==> config.mk <==
export PLATFORM = sky130hd
export DESIGN_NAME = iotdf_param
export DESIGN_NICKNAME = d
export VERILOG_FILES = /design/src/rtl/iotdf_pkg.sv /design/src/rtl/iotdf_collector.sv /design/src/rtl/iotdf_param.sv
export SDC_FILE = /design/constraint.sdc
export NUM_CORES = 2
export LEC_CHECK = 0
export BUFFER_PORTS_ARGS = -buffer_cell sky130_fd_sc_hd__buf_2
export CAP_MARGIN = 20
export CELL_PAD_IN_SITES_DETAIL_PLACEMENT = 1
export CELL_PAD_IN_SITES_GLOBAL_PLACEMENT = 2
export CORE_MARGIN = 2
export CORE_UTILIZATION = 35
export CTS_BUF_LIST = sky130_fd_sc_hd__clkbuf_2
export DETAILED_ROUTE_END_ITERATION = 8
export GPL_TIMING_DRIVEN = 0
export PLACE_DENSITY = 0.87
export SLEW_MARGIN = 20
export SYNTH_ARGS = -nofsm -noshare
export SYNTH_HDL_FRONTEND = slang
export SYNTH_HIERARCHICAL = 1
export SYNTH_SLANG_ARGS = --single-unit
==> constraint.sdc <==
create_clock -name clk -period 6.28 [get_ports clk]
set_clock_uncertainty 0.05 [all_clocks]
set_input_delay 1.256 -clock clk [delete_from_list [all_inputs] [get_ports clk]]
set_output_delay 1.256 -clock clk [all_outputs]
set_load 0.01 [all_outputs]
==> src/rtl/iotdf_pkg.sv <==
// Shared types and elaboration-time helpers for the iotdf filter.
package iotdf_pkg;

   typedef enum logic [2:0] {
      FN_NONE = 3'd0,
      FN_MAX  = 3'd1,
      FN_MIN  = 3'd2,
      FN_AVG  = 3'd3,
      FN_EXT  = 3'd4,
      FN_EXC  = 3'd5,
      FN_PMAX = 3'd6,
      FN_PMIN = 3'd7
   } fn_e;

   function automatic int beats_per_ds(input int data_w, input int beat_w);
      return data_w / beat_w;
   endfunction

   function automatic int grp_log2(input int group);
      int r;
      r = 0;
      while ((1 << r) < group) r++;
      return r;
   endfunction

endpackage

==> src/rtl/iotdf_collector.sv <==
// Assembles DATA_W datasets from BEAT_W beats, MSB beat first; the dataset
// and its done strobe are presented combinationally on the final accepted beat.
module iotdf_collector
   import iotdf_pkg::*;
#(
   parameter int DATA_W = 128,
   parameter int BEAT_W = 8
) (
   input  logic              clk,
   input  logic              rst,
   input  logic              in_en,
   input  logic              busy,
   input  logic [BEAT_W-1:0] iot_in,
   output logic              beat0,
   output logic              dataset_done,
   output logic [DATA_W-1:0] dataset
);
   localparam int N  = beats_per_ds(DATA_W, BEAT_W);
   localparam int CW = (N > 1) ? $clog2(N) : 1;

   logic [CW-1:0]            cnt_q, cnt_d;
   logic [DATA_W-BEAT_W-1:0] sh_q, sh_d;
   logic                     accept, last;

   always_comb begin
      accept       = in_en && !busy;
      last         = (cnt_q == CW'(N - 1));
      beat0        = accept && (cnt_q == '0);
      dataset_done = accept && last;
      dataset      = {sh_q, iot_in};
      cnt_d        = cnt_q;
      sh_d         = sh_q;
      if (accept) begin
         cnt_d = last ? '0 : cnt_q + CW'(1);
         sh_d  = dataset[DATA_W-BEAT_W-1:0];
      end
   end

   always_ff @(posedge clk or negedge rst) begin
      if (!rst) begin
         cnt_q <= '0;
         sh_q  <= '0;
      end else begin
         cnt_q <= cnt_d;
         sh_q  <= sh_d;
      end
   end

endmodule

==> src/rtl/iotdf_param.sv <==
// Parametrised IoT data filter: max/min/avg/extract/exclude/peak-max/peak-min.
// Define IOTDF_AVG_EN to build the average function and its wide sum register.
module iotdf_param
   import iotdf_pkg::*;
#(
   parameter int DATA_W = 128,
   parameter int BEAT_W = 8,
   parameter int GROUP  = 8
) (
   input  logic              clk,
   input  logic              rst,
   input  logic              in_en,
   input  logic [BEAT_W-1:0] iot_in,
   input  logic [2:0]        fn_sel,
   input  logic [DATA_W-1:0] lo_bound,
   input  logic [DATA_W-1:0] hi_bound,
   output logic              busy,
   output logic              valid,
   output logic [DATA_W-1:0] iot_out
);
   localparam int GW = grp_log2(GROUP);

   logic              beat0, ds_done;
   logic [DATA_W-1:0] ds;

   fn_e               fn_q, fn_d;
   logic [GW-1:0]     ds_cnt_q, ds_cnt_d;
   logic [DATA_W-1:0] ext_q, ext_d, pk_q, pk_d, out_q, out_d;
   logic              pkv_q, pkv_d, valid_q, valid_d, busy_q, busy_d;
   logic              first, gend;
   logic [DATA_W-1:0] gmax, gmin;
`ifdef IOTDF_AVG_EN
   logic [DATA_W+GW-1:0] sum_q, sum_d;
`endif

   iotdf_collector #(.DATA_W(DATA_W), .BEAT_W(BEAT_W)) u_coll (
      .clk          (clk),
      .rst          (rst),
      .in_en        (in_en),
      .busy         (busy_q),
      .iot_in       (iot_in),
      .beat0        (beat0),
      .dataset_done (ds_done),
      .dataset      (ds)
   );

   always_comb begin
      fn_d     = fn_q;
      ds_cnt_d = ds_cnt_q;
      ext_d    = ext_q;
      pk_d     = pk_q;
      pkv_d    = pkv_q;
      out_d    = out_q;
      valid_d  = 1'b0;
      busy_d   = 1'b0;
`ifdef IOTDF_AVG_EN
      sum_d    = sum_q;
`endif
      first = (ds_cnt_q == '0);
      gend  = (ds_cnt_q == GW'(GROUP - 1));
      gmax  = (first || ds > ext_q) ? ds : ext_q;
      gmin  = (first || ds < ext_q) ? ds : ext_q;

      // A new function restarts the group and forgets any stored peak.
      if (beat0 && (fn_e'(fn_sel) != fn_q)) begin
         fn_d     = fn_e'(fn_sel);
         ds_cnt_d = '0;
         ext_d    = '0;
         pk_d     = '0;
         pkv_d    = 1'b0;
`ifdef IOTDF_AVG_EN
         sum_d    = '0;
`endif
      end

      if (ds_done) begin
         ds_cnt_d = gend ? '0 : ds_cnt_q + GW'(1);
         case (fn_q)
            FN_MAX: begin
               ext_d = gmax;
               if (gend) begin
                  valid_d = 1'b1; busy_d = 1'b1; out_d = gmax;
               end
            end
            FN_MIN: begin
               ext_d = gmin;
               if (gend) begin
                  valid_d = 1'b1; busy_d = 1'b1; out_d = gmin;
               end
            end
`ifdef IOTDF_AVG_EN
            FN_AVG: begin
               sum_d = (first ? '0 : sum_q) + {{GW{1'b0}}, ds};
               if (gend) begin
                  valid_d = 1'b1; busy_d = 1'b1; out_d = sum_d[DATA_W+GW-1:GW];
               end
            end
`endif
            FN_EXT: begin
               if (ds > lo_bound && ds < hi_bound) begin
                  valid_d = 1'b1; out_d = ds;
               end
            end
            FN_EXC: begin
               if (ds < lo_bound || ds > hi_bound) begin
                  valid_d = 1'b1; out_d = ds;
               end
            end
            FN_PMAX: begin
               ext_d = gmax;
               if (gend && (!pkv_q || gmax > pk_q)) begin
                  valid_d = 1'b1; busy_d = 1'b1; out_d = gmax;
                  pk_d = gmax; pkv_d = 1'b1;
               end
            end
            FN_PMIN: begin
               ext_d = gmin;
               if (gend && (!pkv_q || gmin < pk_q)) begin
                  valid_d = 1'b1; busy_d = 1'b1; out_d = gmin;
                  pk_d = gmin; pkv_d = 1'b1;
               end
            end
            default: ;
         endcase
      end
   end

   always_ff @(posedge clk or negedge rst) begin
      if (!rst) begin
         fn_q     <= FN_NONE;
         ds_cnt_q <= '0;
         ext_q    <= '0;
         pk_q     <= '0;
         pkv_q    <= 1'b0;
         out_q    <= '0;
         valid_q  <= 1'b0;
         busy_q   <= 1'b0;
`ifdef IOTDF_AVG_EN
         sum_q    <= '0;
`endif
      end else begin
         fn_q     <= fn_d;
         ds_cnt_q <= ds_cnt_d;
         ext_q    <= ext_d;
         pk_q     <= pk_d;
         pkv_q    <= pkv_d;
         out_q    <= out_d;
         valid_q  <= valid_d;
         busy_q   <= busy_d;
`ifdef IOTDF_AVG_EN
         sum_q    <= sum_d;
`endif
      end
   end

   assign busy    = busy_q;
   assign valid   = valid_q;
   assign iot_out = out_q;

endmodule

==> flow_metrics.tcl <==
set metrics [dict create \
    drt-initial-drc-count 2126 \
    power.switching_mw 6.56 \
    slew_viol_final 0 \
    fillCellCount 13531 \
    slew_headroom 0.290 \
    worst_slew_pin_slew_ns 1.07 \
    fmax_mhz 142 \
    period_needed_ns 7.02 \
    synthTopCellsByArea "dfrtp_1 32%, ha_1 20%, mux2_2 7.1%, nand2_1 5.7%, inv_1 5.0%" \
    hpwl_um 114000 \
    area_growth_pct 23.6 \
    grtUsageTotal 0.257 \
    synthesis.area_um2 40800 \
    register_area_um2 13100 \
    cts.path.max_buffers 3 \
    coreArea_um2 116000 \
    end_kind "flop" \
    drive_gt1_frac 0.291 \
    synth-edff-count 0 \
    wire_per_inst_um 23.3 \
    p_sw_frac 0.449 \
    start_kind "input pin" \
    rows 125 \
    synth_cell_types 81 \
    syn_area_per_cell_um2 9.26 \
    clk_pin_slew_worst_paths_ns 0.10 \
    via_per_inst 5.52 \
    boundaryPins 400 \
    crit_arrival_ns 8.28 \
    final_cell_mix "626 x ha_1, 614 x nand2_1, 535 x inv_1, 445 x buf_2, 431 x dfrtp_1" \
    ys_ff_latch 517 \
    numCtsBuffers 154 \
    hold_violations 0 \
    start_util 0.352 \
    antenna_left 0 \
    yosys_warnings 6 \
    period_share 1.12 \
    mostFrequentLayoutCell "ha_1" \
    synthCells 4407 \
    placed_area_um2 45200 \
    fin_area_um2 50400 \
    grt_max_degree 98 \
    drt-met1-wl_um 68800 \
    syn-num-nets 5321 \
    portBuffers 399 \
    cp.required_ns 7.54 \
    cpPeakStageDelay_ns 0.62 \
    leakagePower_nw 26.2 \
    setup_violations 258 \
    grt_first_pass_wirelength_um 238000 \
    die-area_um2 119000 \
    power_frac_seq 0.292 \
    synthArstFlopShare 1.00 \
    gp_congestion 0.887 \
    drt-pass1-iter-count 5 \
    chipHeight_um 345 \
    power_frac_comb 0.510 \
    wl_met2_um 77700 \
    multiInputGateArea_um2 25800 \
    fin_tns_setup_ns -148.80 \
    post-route-util 0.435 \
    p_clk_frac 0.198 \
    synth_seq_area_share 0.317 \
    slowest_stage "or4b_4" \
    cts_sinks 517 \
    clock_latency_ns 1.54 \
    ys.flop_type "dfrtp_1" \
    drv_cap 0 \
    drc_errors 0 \
    htreeDepth 4 \
    min_path_type "in -> reg" \
    synth_top_area_share 0.317 \
    cts-root-buf "clkbuf_2" \
    post-synth-top-area-cell "dfrtp_1" \
    grt_overflow 0 \
    p_int_mw 8.05 \
    crit_type "in -> reg" \
    grt_pass1_vias 39674 \
    top_layer_used "met5" \
    violations "negative setup slack" \
    die_x_um 345 \
    cts_tree "yes" \
    wirelength_um 159000 \
    setup_ws_ns -0.742 \
    num_vias 37552 \
    max-vdd-ir-drop_mv 0.209 \
    antenna_found_initial 10 \
    worst-path-max-fanout 7 \
    power.density_nw_per_um2 290 \
    rsz0062_at_grt "yes" \
    nNetsFinal 6074 \
    status "finished with violations" \
    wl_met3_um 7550 \
]
[worst max-delay path, delay by kind of cell]
kind,cells,cell delay [ns]
buf+inv,9,1.80
mux,2,0.60
simple gates,9,2.63
compound gates,7,1.31
fa+ha+maj,2,0.62
[final cells by class]
class                      count  area share
antenna                        7    0.000348
buffer                       190      0.0351
clock buffer                 220      0.0218
clock inverter                45     0.00774
inverter                     539      0.0403
multi-input combinational   3158       0.513
sequential                   517       0.259
tap                         1524      0.0378
timing repair buffer         600      0.0851
[cell families after synthesis]
| group | synth area share |
|---|---|
| AOI/OAI and AO/OA | 0.186 |
| xor gates and xnor gates | 0.00129 |
| adders and majority gates | 0.198 |
| buffers and inverters | 0.0724 |
| DFF | 0.317 |
| muxes | 0.106 |
| and+or+nand+nor | 0.119 |
[state kept, by name (all words and copies together) (netlist names), 3 cells and up]
name	cells
ds_cnt_q	3
u_coll/cnt_q	4
u_coll/sh_q	120
pk_q	128
fn_q	3
iot_out	128
ext_q	128
[power by group through the flow]
stage / combinational (mW) / clock [mW] / sequential (mW)
after CTS: 7.10 / 2.98 / 4.26
after global placement: 5.98 / 0 / 4.41
after detailed placement: 6.19 / 0 / 4.42
after floorplan: 4.14 / 0 / 4.11
after global routing: 8.15 / 3.16 / 4.32
final: 7.45 / 2.90 / 4.27
[routing by layer]
layer | vias up | track usage
met5 | - | 0
met4 | 4 | 0.0891
met3 | 233 | 0.0437
met2 | 968 | 0.441
met1 | 18828 | 0.326
li1 | 17519 | -
[what timing repair did]
item	in CTS	in global routing
gates cloned	22	12
buffers inserted	116	35
hold endpoints to repair	195	1
resized for setup	334	173
endpoints found under the setup margin	259	259
hold buffers	15	1
pin swaps	106	52
[synthesized netlist by cell type (43+ instances only)]
master    count
ha_1        644
nand2_1     617
inv_1       538
dfrtp_1     517
mux2_2      257
o21ai_0     247
a21oi_1     163
a22o_1      129
a32oi_1     128
mux2_1      127
nand4_1     124
nor2_1       91
clkbuf_1     82
buf_2        80
nand3_1      71
a21bo_2      70
a21bo_1      58
nor3_1       55
a211oi_1     46
a21o_1       44
o211ai_1     43
[stage by stage]
step                worst slack, ns  power, mW  cells  hold slack, ns
CTS                          -0.642       14.3   6752        0.000889
global placement              -7.41       10.4   6330           0.412
finish                       -0.742       14.6   6800           0.153
detailed placement            -3.75       10.6   6338           0.418
global route                 -0.881       15.6   6800          0.0306
floorplan                    -0.420       8.25   4407           0.398
[final timing paths]
kind | startpoint | to | slack, ns | cells past startpoint
min in group asynchronous | rst | ext_q[110] | 0.21 | 2
worst min register to register | pk_q[125] | pk_q[125] | 0.44 | 1
worst max-delay path | iot_in[7] | iot_out[86] | -0.74 | 29
worst max register to register | u_coll/sh_q[19] | iot_out[86] | -0.71 | 28
worst min-delay path | iot_in[1] | ext_q[1] | 0.15 | 3
max in group asynchronous | rst | u_coll/sh_q[42] | 4.60 | 4
Note: power is estimated with default switching activity, not from simulation.
